File: config.mk
export PLATFORM = sky130hd
export DESIGN_NAME = uart_tx
export DESIGN_NICKNAME = d
export VERILOG_FILES = /design/src/rtl/uart_pkg.sv /design/src/rtl/uart_tx.sv
export SDC_FILE = /design/constraint.sdc
export NUM_CORES = 1
export LEC_CHECK = 0
export CAP_MARGIN = 20
export CORE_UTILIZATION = 50
export CTS_CLUSTER_DIAMETER = 80
export DETAILED_ROUTE_END_ITERATION = 8
export MAX_ROUTING_LAYER = met4
export PLACE_DENSITY_LB_ADDON = 0.25
export SYNTH_ARGS = -nofsm -noshare
export SYNTH_HDL_FRONTEND = slang
export SYNTH_SLANG_ARGS = --single-unit
File: constraint.sdc
create_clock -name Clk -period 3.44 [get_ports Clk]
set_clock_uncertainty 0.15 [all_clocks]
set_input_delay 0.688 -clock Clk [delete_from_list [all_inputs] [get_ports Clk]]
set_output_delay 0.688 -clock Clk [all_outputs]
set_load 0.02 [all_outputs]
File: src/rtl/uart_pkg.sv
// Shared UART definitions: FSM state codes, oversampling constants and data-length encodings.
// Used by both the transmitter and the receiver.
package uart_pkg;

  localparam int OVERSAMPLE = 16;
  localparam int TICK_CNT_W = $clog2(OVERSAMPLE);
  localparam int BIT_CNT_W  = 3;

  localparam logic [TICK_CNT_W-1:0] TICK_MAX = TICK_CNT_W'(OVERSAMPLE - 1);

  localparam logic [3:0] NBITS_6 = 4'd6;
  localparam logic [3:0] NBITS_7 = 4'd7;
  localparam logic [3:0] NBITS_8 = 4'd8;

  typedef logic [2:0] uart_state_t;

  localparam uart_state_t ST_IDLE   = 3'd0;
  localparam uart_state_t ST_START  = 3'd1;
  localparam uart_state_t ST_DATA   = 3'd2;
  localparam uart_state_t ST_PARITY = 3'd3;
  localparam uart_state_t ST_STOP   = 3'd4;

  // Index of the last data bit; unsupported lengths fall back to 8 bits.
  function automatic logic [BIT_CNT_W-1:0] last_bit_idx(input logic [3:0] nbits);
    case (nbits)
      NBITS_6: return 3'd5;
      NBITS_7: return 3'd6;
      default: return 3'd7;
    endcase
  endfunction

  function automatic logic [7:0] data_mask(input logic [3:0] nbits);
    case (nbits)
      NBITS_6: return 8'h3F;
      NBITS_7: return 8'h7F;
      default: return 8'hFF;
    endcase
  endfunction

endpackage

File: src/rtl/uart_tx.sv
// UART transmitter: start bit, 6/7/8 data bits LSB first, optional parity, one stop bit.
// Parity bit is built only when UART_TX_PARITY_EN is defined.
module uart_tx
  import uart_pkg::*;
#(
  parameter logic PARITY_ODD = 1'b0
) (
  input  logic       Clk,
  input  logic       Rst,
  input  logic       TxEn,
  input  logic       Tick,
  input  logic [3:0] NBits,
  input  logic       TxStart,
  input  logic [7:0] TxData,
  output logic       Tx,
  output logic       TxBusy,
  output logic       TxDone
);

  uart_state_t           state_q, state_d;
  logic [TICK_CNT_W-1:0] tick_cnt_q, tick_cnt_d;
  logic [BIT_CNT_W-1:0]  bit_cnt_q, bit_cnt_d;
  logic [BIT_CNT_W-1:0]  last_q, last_d;
  logic [7:0]            shift_q, shift_d;
  logic                  tx_q, tx_d;
  logic                  done_q, done_d;
  logic                  bit_end;

`ifdef UART_TX_PARITY_EN
  logic                  parity_q, parity_d;
`else
  // Parity sense has no effect when no parity bit is sent.
  logic                  parity_odd_unused;
  assign parity_odd_unused = PARITY_ODD;
`endif

  assign bit_end = Tick && (tick_cnt_q == TICK_MAX);

  always_comb begin
    state_d    = state_q;
    tick_cnt_d = tick_cnt_q;
    bit_cnt_d  = bit_cnt_q;
    last_d     = last_q;
    shift_d    = shift_q;
    done_d     = 1'b0;
`ifdef UART_TX_PARITY_EN
    parity_d   = parity_q;
`endif

    if (state_q != ST_IDLE && Tick) begin
      tick_cnt_d = bit_end ? '0 : tick_cnt_q + 1'b1;
    end

    case (state_q)
      ST_IDLE: begin
        if (TxStart && TxEn) begin
          shift_d    = TxData;
          last_d     = last_bit_idx(NBits);
          tick_cnt_d = '0;
          bit_cnt_d  = '0;
`ifdef UART_TX_PARITY_EN
          // Parity over the bits actually sent, fixed at acceptance.
          parity_d   = (^(TxData & data_mask(NBits))) ^ PARITY_ODD;
`endif
          state_d    = ST_START;
        end
      end
      ST_START: begin
        if (bit_end) state_d = ST_DATA;
      end
      ST_DATA: begin
        if (bit_end) begin
          if (bit_cnt_q == last_q) begin
`ifdef UART_TX_PARITY_EN
            state_d = ST_PARITY;
`else
            state_d = ST_STOP;
`endif
          end else begin
            shift_d   = shift_q >> 1;
            bit_cnt_d = bit_cnt_q + 1'b1;
          end
        end
      end
`ifdef UART_TX_PARITY_EN
      ST_PARITY: begin
        if (bit_end) state_d = ST_STOP;
      end
`endif
      ST_STOP: begin
        if (bit_end) begin
          done_d  = 1'b1;
          state_d = ST_IDLE;
        end
      end
      default: state_d = ST_IDLE;
    endcase
  end

  // Line level follows the next state so Tx leaves a flop with no input-to-pin path.
  always_comb begin
    case (state_d)
      ST_START:  tx_d = 1'b0;
      ST_DATA:   tx_d = shift_d[0];
`ifdef UART_TX_PARITY_EN
      ST_PARITY: tx_d = parity_d;
`endif
      default:   tx_d = 1'b1;
    endcase
  end

  always_ff @(posedge Clk) begin
    if (Rst) begin
      state_q    <= ST_IDLE;
      tick_cnt_q <= '0;
      bit_cnt_q  <= '0;
      tx_q       <= 1'b1;
      done_q     <= 1'b0;
    end else begin
      state_q    <= state_d;
      tick_cnt_q <= tick_cnt_d;
      bit_cnt_q  <= bit_cnt_d;
      tx_q       <= tx_d;
      done_q     <= done_d;
    end
  end

  always_ff @(posedge Clk) begin
    shift_q  <= shift_d;
    last_q   <= last_d;
`ifdef UART_TX_PARITY_EN
    parity_q <= parity_d;
`endif
  end

  assign Tx     = tx_q;
  assign TxBusy = (state_q != ST_IDLE);
  assign TxDone = done_q;

endmodule

# After elaboration in Yosys (flattened, before gate mapping)
# Index checks and enable logic that the tools add are counted.
[classes] reduce_logical=9 n_eq_ne=12 n_bitwise=1 add_sub_neg=2 mux=21
[op_table] operator="$mux W3" n=8
[op_table] operator="$mux W8" n=3
[op_table] operator="$mux W4" n=4
[op_table] operator="$pmux W8 S2" n=1
[op_table] operator="$pmux W3 S4" n=1
[op_table] operator="$eq A4 B3 Y1 const B" n=2
[op_table] operator="$eq A3 B1 Y1 const B" n=2
[op_table] operator="$eq A3 B2 Y1 const B" n=2
[op_table] operator="$ne A2 B2 Y1 const B" n=3
[op_table] operator="$pmux W3 S2" n=1
[op_table] operator="$add A4 B1 Y4 const B" n=1
[op_table] operator="$eq A4 B4 Y1 const B" n=1
[op_table] operator="$pmux W2 S2" n=1
[op_table] operator="$reduce_and A4 Y1" n=1
[op_table] operator="$add A3 B1 Y3 const B" n=1
[op_table] operator="$eq A3 B3 Y1" n=1
[op_table] operator="$eq A3 B3 Y1 const B" n=1
[op_table] operator="$logic_and A1 B1 Y1" n=3
[op_table] operator="$logic_not A3 Y1" n=1
[op_table] operator="$reduce_bool A3 Y1" n=1
[op_table] operator="$pmux W1 S2" n=1
[op_table] operator="$reduce_and A2 Y1" n=1
[op_table] operator="$reduce_bool A2 Y1" n=1
[op_table] operator="$reduce_or A2 Y1" n=1
[op_table] operator="other kinds (2)" n=2
[totals] regBits=23 wordCells=53

# Depth between registers and ports, before layout
[depth] ltp_word=6 depth_mapped=7

# Worst setup path before layout
# Ideal clock, no wire load.
[synth_path] kind="input port to flip-flop" start="input port Tick" end="register tx_q (netlist: Tx)" required_time_ns=3.170 path_slack_ns=1.188 arrival_ns=1.982 cell_stages=6 setup_time_ns=0.120 cell_sequence="nand4_1 -> a311oi_4 -> nor2_2 -> inv_1 -> o21ai_1 -> a211o_1"
[synth_between] elab_cells_between_ends=10 classes_between="eq/ne: 2; mux: 7; reduce/logical: 1"
[synth_lines] element="start, declared" line="uart_tx.sv:11" text="input logic Tick,"
[synth_lines] element="$logic_and A1 B1 Y1" line="uart_tx.sv:37" text="assign bit_end = Tick && (tick_cnt_q == TICK_MAX);"
[synth_lines] element="$mux W8" line="uart_tx.sv:72" text="if (bit_end) begin"
[synth_lines] element="$pmux W8 S2" line="uart_tx.sv:54" text="case (state_q)"
[synth_lines] element="named net shift_d[0]" line="uart_tx.sv:24" text="logic [7:0] shift_q, shift_d;"
[synth_lines] element="$pmux W1 S2" line="uart_tx.sv:102" text="case (state_d)"
[synth_lines] element="end signal, assigned" line="uart_tx.sv:123" text="tx_q <= tx_d;"
[synth_lines] element="end, declared" line="uart_tx.sv:25" text="logic tx_q, tx_d;"
# The timed path passes the listed nets, and every way through them passes these cells. The select of a mux whose other input is x is not followed.
# A chain may end at the register's enable or synchronous reset.

# Worst setup path after layout
[layout_path] start="register state_q[1]" end="output port TxBusy"
[layout_between] elab_chain_cells=1
[layout_lines] element="start, declared" line="uart_tx.sv:20" text="uart_state_t state_q, state_d;"
[layout_lines] element="start signal, assigned" line="uart_tx.sv:120" text="state_q <= state_d;"
[layout_lines] element="$reduce_bool A3 Y1" line="uart_tx.sv:137" text="assign TxBusy = (state_q != ST_IDLE);"
[layout_lines] element="end, declared" line="uart_tx.sv:16" text="output logic TxBusy,"
# No other way between the ends.

==> reports/metrics.csv <==
metric,value,unit
syn_area,1001,um^2
fin_ws,829.7,ps
drtAntennaViolNets,0,
crit_chain,or3_2 > clkdlybuf4s50_1,
ctsHtreeMaxLevel,1,
finalHoldViolCount,0,
wl_per_cell,13.83,um
yosysSeqAreaShare,0.5300,
hold_buffers,0,
dr.pass1.iters,4,
tightest_slew,469.9,ps
critPathKind,reg -> out,
fin_cells,137,
p_leak,0.4383,nW
synthSimpleGateAreaFrac,0.2000,
die_x,46.74,um
via_per_inst,5.577,
worstPathBufferInverterCount,1,
outcome,completed,
critPathSlowestCell,clkdlybuf4s50_1,
ir_drop,0.2559,mV
start_util,0.5556,
cts-root-buf,clkbuf_4,
grt_max_degree,18,
drt_iter0_markers,21,
cts_tree,built,
synth_warnings,0,
required,2600,ps
fmax,383.1,MHz
cp.depth,2,
mostFrequentLayoutCells,"clkdlybuf4s50_1, dfxtp_1, edfxtp_1",
post-place-cells,133,
synth_xor_area_frac,0.03500,
drive_gt1_frac,0.1429,
regToRegSetupSlack,1140,ps
synth_top_family_by_area,simple AND/OR/NAND/NOR gates,
hpwlAfterDp,1.404,mm
layout_commonest_cell,clkdlybuf4s50_1,
track_usage,0.2218,
grt_pass1_vias,758,
cts_setup_buffers,0,
endpoint,TxBusy,
design_area,1256,um^2
numCtsBuffers,3,
hold-worst-slack,345.4,ps
cts.sinks,22,
synth-seq-cells,22,
grt_overflow,0,
fillCellCount,154,
finalNetCount,132,
max-cap-violations,0,
cp-startpoint,state_q[1]$_SDFF_PP0_,
area_growth_syn_to_layout,25.50,%
die_h,46.74,um
synth_cells,89,
cp_top_family,buffers and inverters,
max_stage_delay,570,ps
place.gp.congestion,0.7984,
synth_compound_area_frac,0.1675,
p_total,0.4518,mW
post_cts_resize_count,0,
vias,764,
io_buffers,19,
synth.net_count,108,
antenna_found_initial,0,
setup_tns,0,ps
clkTransAtPathRegs,110,ps
relSlewSlack,0.6858,
r2r-end,Tx$_SDFF_PP1_,
clockBufferDepth,2,
rows,15,
period_share,0.7588,
coreArea,1802,um^2
pre_cts_slack,584.6,ps
grt_pass1_wl,3.256,mm
drcViolationCount,0,
fin_crit,2610,ps
crit_fanout,7,
crit_path_end_kind,primary output,
slew_viol_final,0,
hold_class,reg -> reg,
power.density,359.7,nW/um^2
n_antenna_cell,0,
cp-start-kind,register,
die_area,2185,um^2
worstSkewPairLatency,300,ps
ys_types,35,
utilization,0.6972,
reg2regPathDepth,7,
postSynthAreaPerCell,11.25,um^2
reg2reg_from,tick_cnt_q[0]$_SDFF_PP0_,
ios,20,
synth_mux_area_frac,0.02000,
rsz0062_at_grt,no,
cp.arrival,1770,ps
wl,1.895,mm
dpl-instance-area,1230,um^2
synth_adder_area_share,0.02500,
setup_violations,0,
synth_stat cells:
cell type	instances	area, um^2
dfxtp_1	13	260.3
edfxtp_1	9	270.3
nand2_1	7	26.28
a22o_2	6	60.06
nor2_1	6	22.52
nor3_1	5	25.02
inv_1	4	15.01
and2_1	3	18.77
nor3b_1	3	22.52
xnor2_1	3	26.28
a21oi_1	2	10.01
a31oi_1	2	12.51
clkbuf_1	2	7.510
ha_1	2	25.02
mux2i_1	2	20.02
a211o_1	1	8.760
a211oi_1	1	7.510
a21oi_2	1	8.760
a22oi_1	1	7.510
a2bb2oi_1	1	8.760
a311oi_4	1	26.28
nand4_1	1	6.260
nand4b_1	1	8.760
nand4bb_1	1	11.26
nor2_2	1	6.260
nor4b_1	1	8.760
nor4bb_1	1	10.01
o21ai_0	1	5.000
o21ai_1	1	5.000
o21bai_1	1	7.510
or3_1	1	6.260
or3_2	1	7.510
or3b_1	1	8.760
or3b_4	1	11.26
xor2_1	1	8.760
state kept, by name, indices dropped and copies added (netlist names):
signal and count:
bit_cnt_q 3, tick_cnt_q 4, TxDone 1, Tx 1
shift_q 8, last_q 2, state_q 3
kinds of logic (layout without fill, tap and decap cells):
kind of cell	after synthesis	after routing
xor gates and xnor gates	4	4
and+or+nand+nor	34	34
buffers and inverters	6	29
muxes	2	2
AOI/OAI and AO/OA	19	19
DFF	22	22
adders and majority gates	2	2
worst min-delay path: cells and delay by family, from the launching register on:
family | cells | cell delay, ps
AO/OA/AOI/OAI | 1 | 80
buffers and inverters | 1 | 40
flip-flops | 1 | 320
final cells by class:
type | instances | area, um^2 | area share
clock buffers | 3 | 22.52 | 0.01793
clock inverters | 1 | 3.754 | 0.002988
inverters | 4 | 15.01 | 0.01195
multi-input cells | 61 | 447.9 | 0.3566
flip-flops and latches | 22 | 530.5 | 0.4223
well taps | 25 | 31.28 | 0.02490
repair buffers | 21 | 205.2 | 0.1633
power breakdown:
part           switching, mW  total (mW)  internal, mW
logic                 0.0228      0.0529        0.0301
clock network         0.0711       0.113        0.0422
registers            0.00472       0.286         0.281
worst min path at each step:
stage | startpoint | end | slack [ps] | cells past startpoint
final | shift_q[0]$_DFF_P_ | shift_q[0]$_DFF_P_ | 350 | 2
after global routing | shift_q[0]$_DFF_P_ | shift_q[0]$_DFF_P_ | 370 | 2
after CTS | shift_q[0]$_DFF_P_ | shift_q[0]$_DFF_P_ | 360 | 2
after detailed placement | shift_q[0]$_DFF_P_ | shift_q[0]$_DFF_P_ | 340 | 2
after global placement | shift_q[0]$_DFF_P_ | shift_q[0]$_DFF_P_ | 300 | 2
after floorplan | shift_q[0]$_DFF_P_ | shift_q[0]$_DFF_P_ | 290 | 2
routing by layer:
metal | share of wire | vias up | GRT usage | wire length, um
li1 | - | 377 | - | -
met1 | 0.43 | 360 | 0.2567 | 815
met2 | 0.51 | 25 | 0.3611 | 975
met3 | 0.047 | 2 | 0.05385 | 89
met4 | 0.0084 | 0 | 0.1029 | 16
met5 | 0 | - | - | 0
Note: power is estimated with default switching activity, not from simulation.
